===== src/rtl/fwd_hazard_ctrl.sv =====
// Forwarding-select and load-use hazard controller beside the ID/EX register of a 5-stage core.
// Latency: selects and ex_bubble are registered and align with the instruction in EX; stall is combinational.
// Backpressure: a load-use hazard holds PC and IF/ID for one cycle and a bubble enters EX; flush overrides stall.
// Optional: define HAZARD_STATS_EN to add saturating stall_cnt / fwd_cnt outputs.
module fwd_hazard_ctrl #(
    parameter int REG_W = 5,
    parameter int SEL_W = 2
) (
    input  logic             clk,
    input  logic             rst_n,
    input  logic             id_valid,
    input  logic [REG_W-1:0] id_rs,
    input  logic [REG_W-1:0] id_rt,
    input  logic             id_use_rs,
    input  logic             id_use_rt,
    input  logic [REG_W-1:0] id_dest,
    input  logic             id_reg_write,
    input  logic             id_mem_read,
    input  logic             flush,
    output logic [SEL_W-1:0] fwd_a_sel,
    output logic [SEL_W-1:0] fwd_b_sel,
    output logic             stall,
`ifdef HAZARD_STATS_EN
    output logic [15:0]      stall_cnt,
    output logic [15:0]      fwd_cnt,
`endif
    output logic             ex_bubble
);

    localparam logic [SEL_W-1:0] SEL_RF  = SEL_W'(0);
    localparam logic [SEL_W-1:0] SEL_WB  = SEL_W'(1);
    localparam logic [SEL_W-1:0] SEL_MEM = SEL_W'(2);
    localparam logic [REG_W-1:0] REG_ZERO = '0;

    // The WB slot needs no storage here: its result reaches ID through the register file.
    logic [REG_W-1:0] ex_dest;
    logic             ex_wr;
    logic             ex_ld;
    logic [REG_W-1:0] mem_dest;
    logic             mem_wr;

    logic             ex_hit_rs;
    logic             ex_hit_rt;
    logic             mem_hit_rs;
    logic             mem_hit_rt;
    logic             id_enter;
    logic [SEL_W-1:0] a_sel_nxt;
    logic [SEL_W-1:0] b_sel_nxt;

    always_comb begin
        ex_hit_rs  = ex_wr  && (ex_dest  != REG_ZERO) && id_use_rs && (id_rs == ex_dest);
        ex_hit_rt  = ex_wr  && (ex_dest  != REG_ZERO) && id_use_rt && (id_rt == ex_dest);
        mem_hit_rs = mem_wr && (mem_dest != REG_ZERO) && id_use_rs && (id_rs == mem_dest);
        mem_hit_rt = mem_wr && (mem_dest != REG_ZERO) && id_use_rt && (id_rt == mem_dest);
    end

    // A load still in EX cannot feed the next instruction; flush squashes the consumer anyway.
    always_comb begin
        stall = id_valid && !flush && ex_ld && (ex_hit_rs || ex_hit_rt);
    end

    assign id_enter = id_valid && !stall && !flush;

    always_comb begin
        a_sel_nxt = SEL_RF;
        b_sel_nxt = SEL_RF;
        if (id_enter) begin
            if (ex_hit_rs)       a_sel_nxt = SEL_MEM;
            else if (mem_hit_rs) a_sel_nxt = SEL_WB;
            if (ex_hit_rt)       b_sel_nxt = SEL_MEM;
            else if (mem_hit_rt) b_sel_nxt = SEL_WB;
        end
    end

    always_ff @(posedge clk or negedge rst_n) begin
        if (!rst_n) begin
            ex_dest   <= '0;
            ex_wr     <= 1'b0;
            ex_ld     <= 1'b0;
            mem_dest  <= '0;
            mem_wr    <= 1'b0;
            fwd_a_sel <= SEL_RF;
            fwd_b_sel <= SEL_RF;
            ex_bubble <= 1'b1;
        end else begin
            mem_dest  <= ex_dest;
            mem_wr    <= ex_wr;
            ex_dest   <= id_enter ? id_dest : REG_ZERO;
            ex_wr     <= id_enter && id_reg_write;
            ex_ld     <= id_enter && id_mem_read;
            fwd_a_sel <= a_sel_nxt;
            fwd_b_sel <= b_sel_nxt;
            ex_bubble <= !id_enter;
        end
    end

`ifdef HAZARD_STATS_EN
    always_ff @(posedge clk or negedge rst_n) begin
        if (!rst_n) begin
            stall_cnt <= '0;
            fwd_cnt   <= '0;
        end else begin
            if (stall && (stall_cnt != 16'hFFFF))
                stall_cnt <= stall_cnt + 16'd1;
            if (((a_sel_nxt != SEL_RF) || (b_sel_nxt != SEL_RF)) && (fwd_cnt != 16'hFFFF))
                fwd_cnt <= fwd_cnt + 16'd1;
        end
    end
`endif

endmodule

===== config.mk =====
export PLATFORM = sky130hd
export DESIGN_NAME = fwd_hazard_ctrl
export DESIGN_NICKNAME = d
export VERILOG_FILES = /design/src/rtl/fwd_hazard_ctrl.sv
export SDC_FILE = /design/constraint.sdc
export NUM_CORES = 1
export LEC_CHECK = 0
export BUFFER_PORTS_ARGS = -buffer_cell sky130_fd_sc_hd__clkbuf_2
export CAP_MARGIN = 15
export CORE_MARGIN = 4
export CORE_UTILIZATION = 40
export DETAILED_ROUTE_END_ITERATION = 12
export PLACE_DENSITY = 0.67
export SLEW_MARGIN = 20
export SYNTH_ARGS = -nofsm -noshare
export SYNTH_HDL_FRONTEND = slang
export SYNTH_SLANG_ARGS = --single-unit

===== constraint.sdc =====
create_clock -name clk -period 3.15 [get_ports clk]
set_clock_uncertainty 0.2 [all_clocks]
set_input_delay 0.63 -clock clk [delete_from_list [all_inputs] [get_ports clk]]
set_output_delay 0.63 -clock clk [all_outputs]
set_load 0.005 [all_outputs]

# Word level (Yosys, flattened, before mapping)
# Index checks and enable logic that the tools add are counted.
[totals]
word_cells = 42
inputBits = 23
ff_bits = 18
output_inout_bits = 6
[op_classes]
eq_ne = 4
reduce_logical = 23
mux = 7
[op_table]
columns = ["op", "count"]
rows = [
  ["equality test 5 bit", 4],
  ["logical AND 1 bit", 17],
  ["nonzero test 5 bit", 2],
  ["2-to-1 mux 2 bit", 4],
  ["2-to-1 mux 5 bit", 1],
  ["logical NOT 1 bit", 3],
  ["2-to-1 mux 1 bit", 2],
  ["logical OR 1 bit", 1],
]

# Logic depth before layout (Yosys ltp)
[depth]
depth_word = 10
ltp_mapped = 6
depth_no_buf = 5

# Worst setup path before layout
# OpenSTA, ideal clock, no wires.
[synth_timing]
path_kind = "input to output"
from = "in id_rs[3]"
to = "out stall"
required_ps = 2320
n_path_buf = 1
cell_stages = 6
arrival_time_ps = 1609
path_slack_ps = 711
cell_sequence = "xor2_1 > nor4_1 > and3_1 > o211a_1 > buf_2 > and2_1"
[synth_between]
elab_chain_len = 4
[synth_lines]
columns = ["item", "line_no", "source"]
rows = [
  ["start, declared", "12", "input logic [REG_W-1:0] id_rs,"],
  ["equality test 5 bit", "51", "ex_hit_rs = ex_wr && (ex_dest != REG_ZERO) && id_use_rs && (id_rs == ex_dest);"],
  ["logical AND 1 bit", "51", ""],
  ["logical OR 1 bit", "59", "stall = id_valid && !flush && ex_ld && (ex_hit_rs || ex_hit_rt);"],
  ["logical AND 1 bit", "59", ""],
  ["end, declared", "22", "output logic stall,"],
]
# No other way between the ends.

# Final worst setup path
[layout_timing]
from = "reg ex_dest[1]"
to = "out stall"
[layout_between]
elab_chain_len = 6
elab_cells_between_ends = 10
classes_between = "eq/ne (2); reduce/logical (8)"
[layout_lines]
columns = ["item", "line_no", "source"]
rows = [
  ["start, declared", "36", "logic [REG_W-1:0] ex_dest;"],
  ["start signal, assigned", "88", "ex_dest <= id_enter ? id_dest : REG_ZERO;"],
  ["nonzero test 5 bit", "51, 52", ""],
  ["logical AND 1 bit", "51, 52", ""],
  ["logical AND 1 bit, on equally long branches (2 in a row)", "51, 52", ""],
  ["logical OR 1 bit *", "59", ""],
  ["logical AND 1 bit *", "59", ""],
]
# Mark *: on every way between the ends. The rest lies on a longest branch, timed or not.

==> flow_summary.ini <==
[routing]
dr.pass1.iters = 4
wl_met3_um = 102
num_vias = 624
wl_met1_um = 686
route.met2.wl_um = 742
initialDrtViolationCount = 6
postRouteAntennaNets = 0
wl_mm = 1.56
wl_per_cell_um = 11.5
routed_via_density = 4.62
remaining_drc_errors = 0
topRoutingLayerUsed = met4

[worst_setup_path]
cp.arrival_ns = 1.87
required_ns = 2.32
r2r_start = ex_dest[1]
critPathMaxFanout = 4
reg2reg_to = fwd_b_sel[0]
r2r_slack_ns = 1.14
end_kind = primary output
start_kind = flip-flop
r2r_cells = 4
path_class = reg -> out

[layout]
final_nets = 132
antenna_cells = 0
drive_above_1_share_pct = 37.0
utilization_pct = 53.8
syn_to_final_growth_pct = 25.1
fillers = 186
layout_common_cells = 28 x clkbuf_2, 17 x dfrtp_1, 16 x xor2_1, 7 x nand2_1, 7 x nor2_1
final_common_cell = clkbuf_2

[synth]
postSynthCellCount = 76
ys_ff_latch = 18
syn_area_um2 = 861
yosysUniqueCellTypes = 22
synth_area_leaders = dfrtp_1 49%, xor2_1 16%, xnor2_1 4.1%
synth-seq-area-share_pct = 52.5
yosysTopAreaCellShare_pct = 49.4
syn_avg_cell_area_um2 = 11.3
synth_nets = 99
yosysTopAreaCell = dfrtp_1
ys_warn_count = 0

[clock_tree]
htreeDepth = 1
cts_resized = 0
clockBufferDepth = 2
cts_root_buffer = clkbuf_4
cts_buffers = 3
clkSinkCount = 18
clkLatencyLatePin_ns = 0.28
post_cts_buffers = 0
clk_pin_slew_ns = 0.10
hold_buffers = 0
cts_tree = yes

[floorplan]
ioPinCount = 29
die_x_um = 54.4
die-area_mm2 = 0.00296
core_mm2 = 0.00200
start_util_pct = 43.0
die_h_um = 54.4
num_rows = 16

[power_and_ir_drop]
peakVddDrop_uv = 236
p_leak_nw = 0.595
pwr_density_cell_mw_per_mm2 = 400

[place]
place.gp.congestion = 0.734
dp_slack_ns = 0.555
numPortBuffers = 28
hpwl_mm = 1.29

[hold_path]
hold_class = in -> async

[grt]
grt_pass1_vias = 611
grt_max_degree = 19
grt_pass1_wl_mm = 2.44
grt_overflow_total = 0
gr-usage-all-layers_pct = 12.0
antenna_found_initial = 0

[sta]
finalCritPeriodShare_pct = 85.9
fmax_mhz = 370
setup_ws_ns = 0.445
worst_pin_slew_ns = 0.427
final.setup.tns_ns = 0
fin_crit_ns = 2.70
setup_viol = 0
final_max_slew_viol_count = 0
slew_headroom_pct = 71.5
rsz0062_at_grt = false
final-hold-violation-count = 0

[status]
status = complete, no violations

[flow_run]
max_cap_viol_count = 0
metrics by stage:
step / hold slack, ns / power (mW) / cells / cell area, µm²
2_1_floorplan: 0.134 / 0.273 / 76 / 861
3_3_place_gp: 0.160 / 0.300 / 131 / 1040
3_5_place_dp: 0.168 / 0.302 / 131 / 1040
4_1_cts: 0.0710 / 0.439 / 135 / 1080
5_1_grt: 0.0813 / 0.459 / 135 / 1080
6_report: 0.0620 / 0.431 / 135 / 1080
cell type report:
type | count | area, µm² | area share, %
clock buffer | 4 | 36.3 | 3.37
timing repair buffer | 30 | 155 | 14.4
sequential | 18 | 452 | 41.9
tap | 27 | 33.8 | 3.14
multi-input combinational | 56 | 400 | 37.2
flip-flops by register name, indices dropped and copies added, names as in the netlist:
register,cells
ex_dest,5
ex_wr,1
mem_dest,5
ex_ld,1
fwd_b_sel,2
fwd_a_sel,2
ex_bubble,1
mem_wr,1
routing by layer:
metal | vias to the layer above | GRT usage, %
met5 | - | 0
met4 | 0 | 6.22
met3 | 2 | 2.72
met2 | 20 | 19.7
met1 | 281 | 14.6
li1 | 321 | -
report_power, final:
group | switching [mW] | internal (mW) | leakage, nW
logic | 0.0245 | 0.0259 | 0.333
registers | 0.00740 | 0.238 | 0.241
clock network | 0.0649 | 0.0702 | 0.0210
total | 0.0969 | 0.335 | 0.595
synthesized netlist by cell type, drive strengths merged:
library cell and count:
nor2 7, dfrtp 17, a2111oi 2, nand3 2, and2 3, o211a 1
o211ai 1, and3b 2, dfstp 1, clkbuf 1, xnor2 4, and3 2
nand2b 1, buf 1, nor4 4, o21a 1, nand2 7, nor2b 1
or4 2, xor2 16
logic make-up after synthesis:
logic type | count (synthesis) | synth area share, %
flip-flops | 18 | 52.5
AND/OR/NAND/NOR | 31 | 19.8
AO/OA/AOI/OAI | 5 | 6.40
XOR/XNOR | 20 | 20.3
buffers and inverters | 2 | 1.02
worst max-delay path by stage:
stage          startpoint     to  slack [ns]  depth (start not counted)
6_report       ex_dest[1]  stall        0.45                          5
2_1_floorplan    id_rs[3]  stall        0.71                          6
5_1_grt        ex_dest[1]  stall        0.32                          5
4_1_cts        ex_dest[1]  stall        0.42                          5
3_5_place_dp     id_rs[3]  stall        0.56                          7
3_3_place_gp     id_rs[3]  stall        0.51                          7
worst max-delay path, cell delays in order (launching register included):
cell and delay (ns):
dfrtp_1 0.44, or4_1 0.54, o21a_1 0.21, o211a_1 0.14, and2_1 0.16, clkbuf_2 0.11
Note: power is estimated with default switching activity, not from simulation.
